$ cat src/rtl/ctr_pkg.sv
// ---------------------------------------------------------------------------
// ctr_pkg
//   Shared encodings for the modulo counter family.
//
//   MODE_WRAP / MODE_ONESHOT : value of the MODE input
//   DIR_DOWN  / DIR_UP       : value of the UP input
// ---------------------------------------------------------------------------
package ctr_pkg;

  localparam logic MODE_WRAP    = 1'b0;
  localparam logic MODE_ONESHOT = 1'b1;

  localparam logic DIR_DOWN     = 1'b0;
  localparam logic DIR_UP       = 1'b1;

endpackage : ctr_pkg

$ cat src/rtl/mod_counter_next.sv
// ---------------------------------------------------------------------------
// mod_counter_next
//   Purely combinational next-state logic for mod_counter. It owns every
//   counting rule (load clamp, wrap, one-shot stop, sticky DONE, terminal
//   carry) so that it can be exercised in isolation from the registers.
//
//   Parameters
//     WIDTH     counter width in bits
//     MAX_VAL   terminal count (counter range is 0..MAX_VAL)
//
//   Ports
//     q          in   WIDTH  current registered count
//     en         in   1      count enable
//     load       in   1      parallel load strobe (wins over en)
//     d          in   WIDTH  load value, clamped to MAX_VAL
//     up         in   1      direction (DIR_UP / DIR_DOWN)
//     mode       in   1      MODE_WRAP / MODE_ONESHOT
//     done       in   1      current registered DONE flag
//     next_q     out  WIDTH  count to be registered at the next edge
//     next_done  out  1      DONE to be registered at the next edge
//     tc         out  1      terminal-count carry for cascading
// ---------------------------------------------------------------------------
module mod_counter_next
  import ctr_pkg::*;
#(
  parameter int WIDTH   = 4,
  parameter int MAX_VAL = 14
) (
  input  logic [WIDTH-1:0] q,
  input  logic             en,
  input  logic             load,
  input  logic [WIDTH-1:0] d,
  input  logic             up,
  input  logic             mode,
  input  logic             done,
  output logic [WIDTH-1:0] next_q,
  output logic             next_done,
  output logic             tc
);

  localparam logic [WIDTH-1:0] MAX_Q  = WIDTH'(MAX_VAL);
  localparam logic [WIDTH-1:0] ZERO_Q = '0;
  localparam logic [WIDTH-1:0] ONE_Q  = WIDTH'(1);

  logic at_max;
  logic at_zero;
  logic frozen;

  assign at_max  = (q == MAX_Q);
  assign at_zero = (q == ZERO_Q);

  // High during the cycle whose edge wraps (or stops) the counter, so the
  // next cascaded stage sees exactly one enable per full lap of this one.
  assign tc = en & (((up == DIR_UP) & at_max) | ((up == DIR_DOWN) & at_zero));

  // A completed one-shot ignores EN until LOAD or RESET. Switching back to
  // wrap mode releases it without clearing DONE.
  assign frozen = done & (mode == MODE_ONESHOT);

  always_comb begin
    next_q    = q;
    next_done = done;
    if (load) begin
      next_q    = (d > MAX_Q) ? MAX_Q : d;
      next_done = 1'b0;
    end else if (en && !frozen) begin
      if (up == DIR_UP) begin
        // Terminal compare precedes the increment, so q + 1 never overflows.
        if (!at_max) begin
          next_q = q + ONE_Q;
        end else if (mode == MODE_WRAP) begin
          next_q = ZERO_Q;
        end else begin
          next_done = 1'b1;
        end
      end else begin
        if (!at_zero) begin
          next_q = q - ONE_Q;
        end else if (mode == MODE_WRAP) begin
          next_q = MAX_Q;
        end else begin
          next_done = 1'b1;
        end
      end
    end
  end

endmodule : mod_counter_next

$ cat src/rtl/mod_counter.sv
// ---------------------------------------------------------------------------
// mod_counter
//   Parametrised synchronous modulo counter (0..MAX_VAL) with enable,
//   clamped parallel load, up/down direction, wrap or one-shot mode, a
//   sticky one-shot DONE flag and a combinational terminal-count carry.
//   Instances cascade by wiring TC of one stage to EN of the next.
//
//   Parameters
//     WIDTH     counter width in bits (default 4)
//     MAX_VAL   terminal count, 1 <= MAX_VAL <= 2**WIDTH-1 (default 14)
//
//   Ports
//     CLK    in   1      clock, rising edge
//     RESET  in   1      synchronous active-low reset (Q=0, DONE=0)
//     EN     in   1      count enable
//     LOAD   in   1      parallel load strobe
//     D      in   WIDTH  load value
//     UP     in   1      1 = count up, 0 = count down
//     MODE   in   1      0 = wrap, 1 = one-shot
//     Q      out  WIDTH  registered count
//     TC     out  1      terminal-count carry (combinational from Q, EN, UP)
//     DONE   out  1      registered one-shot completion flag
// ---------------------------------------------------------------------------
module mod_counter
  import ctr_pkg::*;
#(
  parameter int WIDTH   = 4,
  parameter int MAX_VAL = 14
) (
  input  logic             CLK,
  input  logic             RESET,
  input  logic             EN,
  input  logic             LOAD,
  input  logic [WIDTH-1:0] D,
  input  logic             UP,
  input  logic             MODE,
  output logic [WIDTH-1:0] Q,
  output logic             TC,
  output logic             DONE
);

  localparam longint unsigned MAX_LEGAL = (64'd1 << WIDTH) - 64'd1;

  if (WIDTH < 1 || WIDTH > 32) begin : g_bad_width
    $error("mod_counter: WIDTH=%0d must be in 1..32", WIDTH);
  end
  if (MAX_VAL < 1 || longint'(MAX_VAL) > longint'(MAX_LEGAL)) begin : g_bad_max
    $error("mod_counter: MAX_VAL=%0d outside 1..2**WIDTH-1", MAX_VAL);
  end

  logic [WIDTH-1:0] q_p0;
  logic             done_p0;
  logic [WIDTH-1:0] next_q;
  logic             next_done;
  logic             tc;

  mod_counter_next #(
    .WIDTH   (WIDTH),
    .MAX_VAL (MAX_VAL)
  ) u_next (
    .q         (q_p0),
    .en        (EN),
    .load      (LOAD),
    .d         (D),
    .up        (UP),
    .mode      (MODE),
    .done      (done_p0),
    .next_q    (next_q),
    .next_done (next_done),
    .tc        (tc)
  );

  // ---- stage p0: count and DONE registers ----
  always_ff @(posedge CLK) begin
    if (!RESET) begin
      q_p0    <= '0;
      done_p0 <= 1'b0;
    end else begin
      q_p0    <= next_q;
      done_p0 <= next_done;
    end
  end

  assign Q    = q_p0;
  assign DONE = done_p0;
  assign TC   = tc;

endmodule : mod_counter

$ cat config.mk
export PLATFORM = sky130hd
export DESIGN_NAME = mod_counter
export DESIGN_NICKNAME = d
export VERILOG_FILES = /design/src/rtl/ctr_pkg.sv /design/src/rtl/mod_counter_next.sv /design/src/rtl/mod_counter.sv
export SDC_FILE = /design/constraint.sdc
export NUM_CORES = 1
export LEC_CHECK = 0
export ABC_AREA = 1
export CORE_MARGIN = 2
export CORE_UTILIZATION = 32
export DETAILED_ROUTE_END_ITERATION = 10
export RECOVER_POWER = 100
export SLEW_MARGIN = 5
export SYNTH_ARGS = -nofsm -noshare
export SYNTH_HDL_FRONTEND = slang
export SYNTH_SLANG_ARGS = --single-unit
export TNS_END_PERCENT = 1
$ cat constraint.sdc
create_clock -name CLK -period 2.33 [get_ports CLK]
set_clock_uncertainty 0.1 [all_clocks]
set_input_delay 0.466 -clock CLK [delete_from_list [all_inputs] [get_ports CLK]]
set_output_delay 0.466 -clock CLK [all_outputs]
set_load 0.02 [all_outputs]
==> insert_results.sql <==
INSERT INTO impl_metrics (metric_group, metric, value, unit) VALUES
('placed_design', 'worst_slack_at_placement', '-0.04956', 'ns'),
('timing', 'rsz0062_at_grt', 'no', ''),
('worst_hold_path', 'hold_class', 'reg -> reg', ''),
('clock_tree', 'cts_hold_buf', '0', ''),
('setup_path', 'worst-endpoint-required', '1.76', 'ns'),
('drt', 'route.antenna.remaining_nets', '0', ''),
('clock_tree', 'ctsHtreeMaxLevel', '1', ''),
('power_and_ir_drop', 'switching_share', '35.94', '%'),
('drt', 'vias', '600', ''),
('synthesis', 'library_cell_occupying_the_most_area_in_the_post_synthesis_netlist', 'sky130_fd_sc_hd__dfxtp_1', ''),
('timing', 'layout_worst_path_cycle_share', '90.83', '%'),
('global_routing', 'grt_remaining_overflow', '0', ''),
('setup_path', 'critical_path.max_fanout', '4', ''),
('synthesis', 'synth-seq-area-share', '18.96', '%'),
('floorplan', 'design.portCount', '16', ''),
('placed_design', 'routabilityCongestion', '0.8957', ''),
('timing', 'fmax', '472.5', 'MHz'),
('power_and_ir_drop', 'clock_power_share', '28.2', '%'),
('synthesis', 'synthDistinctLibCells', '21', ''),
('cells_and_area', 'finalNetCount', '124', ''),
('power_and_ir_drop', 'p_per_area', '470.2', 'nW/um^2'),
('clock_tree', 'max-clock-path-buffers', '2', ''),
('clock_tree', 'cts_sinks', '5', ''),
('clock_tree', 'cts_inserted_buffers', '3', ''),
('placed_design', 'dp_hpwl', '1077', 'um'),
('cells_and_area', 'diodes', '0', ''),
('setup_path', 'timing.critical_path.arrival', '1.55', 'ns'),
('cells_and_area', 'area_growth_syn_to_layout', '41.23', '%'),
('global_routing', 'grt_pass1_vias', '579', ''),
('drt', 'dr.pass1.iters', '4', ''),
('timing', 'finalCriticalPeriod', '2.116', 'ns'),
('synthesis', 'synth.ff_latch_count', '5', ''),
('synthesis', 'synth_top_area_share', '18.96', '%'),
('synthesis', 'syn-mean-instance-area', '6.212', 'sq um'),
('synthesis', 'post_synth_instance_area', '528.0', 'sq um'),
('cells_and_area', 'share_of_final_layout_standard_cells_stronger_than_drive_strength_1', '20.18', '%'),
('cells_and_area', 'fill_cells', '159', ''),
('global_routing', 'maximum_number_of_pins_on_one_net_before_global_route_repair', '8', ''),
('floorplan', 'die-height', '44.62', 'um'),
('clock_tree', 'cts_setup_buffers', '0', ''),
('power_and_ir_drop', 'vdd_drop_max', '0.0002670', 'V'),
('job', 'timing.max_cap.violations', '0', ''),
('power_and_ir_drop', 'sequentialPowerShare', '28.6', '%'),
('setup_path', 'timing.critical_path.to_type', 'output pin', ''),
('global_routing', 'grt_first_pass_wirelength', '2366', 'um'),
('cells_and_area', 'final_cell_count_no_fill', '125', ''),
('floorplan', 'die_area', '1991', 'sq um'),
('floorplan', 'initial_core_util', '34.65', '%'),
('clock_tree', 'clock_pin_slew_worst_setup_and_hold_paths', '0.04', 'ns'),
('floorplan', 'coreArea', '1524', 'sq um'),
('timing', 'timing_worst_slew_pin_value', '0.2711', 'ns'),
('drt', 'number_of_remaining_drc_errors', '0', ''),
('synthesis', 'synth_top_cells_by_area', 'sky130_fd_sc_hd__dfxtp_1, sky130_fd_sc_hd__nand2_1, sky130_fd_sc_hd__ha_1', ''),
('power_and_ir_drop', 'comb_power_share', '43.2', '%'),
('timing', 'slew_viol_final', '0', ''),
('synthesis', 'ys_warn_count', '0', ''),
('synthesis', 'postSynthNetCount', '99', ''),
('timing', 'timing.max_slew.rel_slack', '81.86', '%'),
('clock_tree', 'cts.root.buffer_cell', 'sky130_fd_sc_hd__clkbuf_4', ''),
('drt', 'postRouteWirelength', '1339', 'um'),
('drt', 'per_cell_routed_wire_length', '10.71', 'um'),
('global_routing', 'grt_usage', '16.61', '%'),
('timing', 'final_critical_path_setup_slack', '0.2137', 'ns'),
('power_and_ir_drop', 'intPower', '224.6', 'uW'),
('timing', 'finalSetupViolations', '0', ''),
('global_routing', 'antenna_found_initial', '0', ''),
('power_and_ir_drop', 'total_leakage_power', '0.0003871', 'uW'),
('timing', 'final-hold-violation-count', '0', ''),
('clock_tree', 'tritoncts_clock_tree', 'yes', ''),
('placed_design', 'io_buffers', '15', ''),
('drt', 'vias_per_cell', '4.800', ''),
('power_and_ir_drop', 'total_switching_power', '126.0', 'uW'),
('setup_path', 'critPathLaunchType', 'register', ''),
('synthesis', 'synthesis.instances', '85', ''),
('floorplan', 'die-width', '44.62', 'um'),
('clock_tree', 'worst_skew_pair_latency', '0.24', 'ns'),
('setup_path', 'path_class', 'reg -> out', ''),
('placed_design', 'placedCellCount', '121', ''),
('drt', 'drt-initial-drc-count', '6', ''),
('run_status', 'outcome', 'finished clean', ''),
('floorplan', 'std_cell_rows', '14', '');
-- cells by family (layout without fill, tap and decap cells) --
family | after synthesis | count (layout) | synth area share (%)
DFF | 5 | 5 | 18.96
xor gates and xnor gates | 1 | 1 | 1.659
buffers and inverters | 15 | 39 | 12.09
AOI/OAI and AO/OA | 10 | 10 | 11.61
adders and majority gates | 4 | 4 | 9.479
and+or+nand+nor | 50 | 50 | 46.21
-- final timing paths --
check | slack, ns | cells after the start | from | to
max | 0.21 | 7 | Q[0] | TC
min | 0.38 | 2 | DONE | DONE
max reg2reg | 0.73 | 10 | Q[0] | Q[3]
min reg2reg | 0.38 | 2 | DONE | DONE
-- state kept, by name, indices dropped and copies added, names as in the netlist --
signal,flops
DONE,1
Q,4
-- layer usage --
metal	up-vias	part of all wire, %	global-route usage (%)	wire length, um
li1	313	-	-	-
met1	262	45	19.61	598
met2	25	47	27.54	635
met3	0	7.8	6.939	105
met4	0	0	4.242	0
met5	-	0	0	0
-- cell usage after synthesis --
| cell type | n |
|---|---|
| sky130_fd_sc_hd__ha_1 | 4 |
| sky130_fd_sc_hd__inv_2 | 2 |
| sky130_fd_sc_hd__xor2_1 | 1 |
| sky130_fd_sc_hd__a21oi_2 | 2 |
| sky130_fd_sc_hd__o21ai_2 | 1 |
| sky130_fd_sc_hd__a21oi_1 | 3 |
| sky130_fd_sc_hd__dfxtp_1 | 5 |
| sky130_fd_sc_hd__nand2_1 | 20 |
| sky130_fd_sc_hd__nor3_2 | 1 |
| sky130_fd_sc_hd__inv_1 | 11 |
| sky130_fd_sc_hd__nand4_1 | 1 |
| sky130_fd_sc_hd__buf_6 | 1 |
| sky130_fd_sc_hd__nor2_2 | 3 |
| sky130_fd_sc_hd__or2_2 | 1 |
| sky130_fd_sc_hd__o21ai_0 | 3 |
| sky130_fd_sc_hd__clkinv_1 | 1 |
| sky130_fd_sc_hd__nor2_1 | 11 |
| sky130_fd_sc_hd__o21ai_1 | 1 |
| sky130_fd_sc_hd__nand3_1 | 8 |
| sky130_fd_sc_hd__nand3_2 | 4 |
| sky130_fd_sc_hd__nand2_2 | 1 |
-- critical path, cell delays in order, from the launching register on --
cell,delay (ns)
sky130_fd_sc_hd__dfxtp_1,0.30
sky130_fd_sc_hd__inv_1,0.14
sky130_fd_sc_hd__ha_1,0.22
sky130_fd_sc_hd__inv_1,0.07
sky130_fd_sc_hd__nor3_2,0.21
sky130_fd_sc_hd__o21ai_2,0.10
sky130_fd_sc_hd__nor2_2,0.10
sky130_fd_sc_hd__clkbuf_2,0.17
-- cell type report --
| cell class | count | area [sq um] | area share (%) |
|---|---|---|---|
| multi-input cells | 65 | 356.6 | 47.82 |
| flip-flops and latches | 5 | 100.1 | 13.42 |
| inverters | 14 | 52.55 | 7.047 |
| repair buffers | 21 | 190.2 | 25.50 |
| well taps | 16 | 20.02 | 2.685 |
| clock buffers | 4 | 26.28 | 3.523 |
-- per-stage QoR --
stage / total power, uW / cell area (sq um) / hold WS (ns) / setup TNS [ns] / utilization (%)
finish: 350.7 / 745.7 / 0.3825 / 0 / 48.93
global route: 388.8 / 745.7 / 0.4269 / 0 / 48.93
CTS: 362.9 / 757.0 / 0.3941 / 0 / 49.67
detailed placement: 259.5 / 732.0 / 0.3856 / -0.04956 / 48.03
global placement: 258.7 / 732.0 / 0.3812 / -0.04523 / 48.03
floorplan: 195.1 / 528.0 / 0.4498 / 0 / -
-- timing repair --
| action | in CTS | in global routing |
|---|---|---|
| pin swaps | 0 | 0 |
| hold endpoints to repair | 0 | 0 |
| endpoints found under the setup margin | 1 | 1 |
| gates resized for setup | 1 | 2 |
-- placed cells by master (no fill, tap or decap), drive strengths merged --
master,Yosys,layout
xor2,1,1
clkinv,1,1
clkdlybuf4s50,0,8
nand4,1,1
nand2,21,21
nand3,12,12
buf,1,6
clkbuf,0,5
inv,13,13
dfxtp,5,5
ha,4,4
a21oi,5,5
o21ai,5,5
nor3,1,1
or2,1,1
dlygate4sd3,0,6
nor2,14,14
-- power groups by stage --
stage	registers, uW	logic [uW]	clock network, uW
after floorplan	115	80.0	0
after global placement	103	156	0
after detailed placement	103	157	0
after CTS	101	157	105
after global routing	102	170	117
final	100	151	98.9
Power figures use the tool's default switching activity.
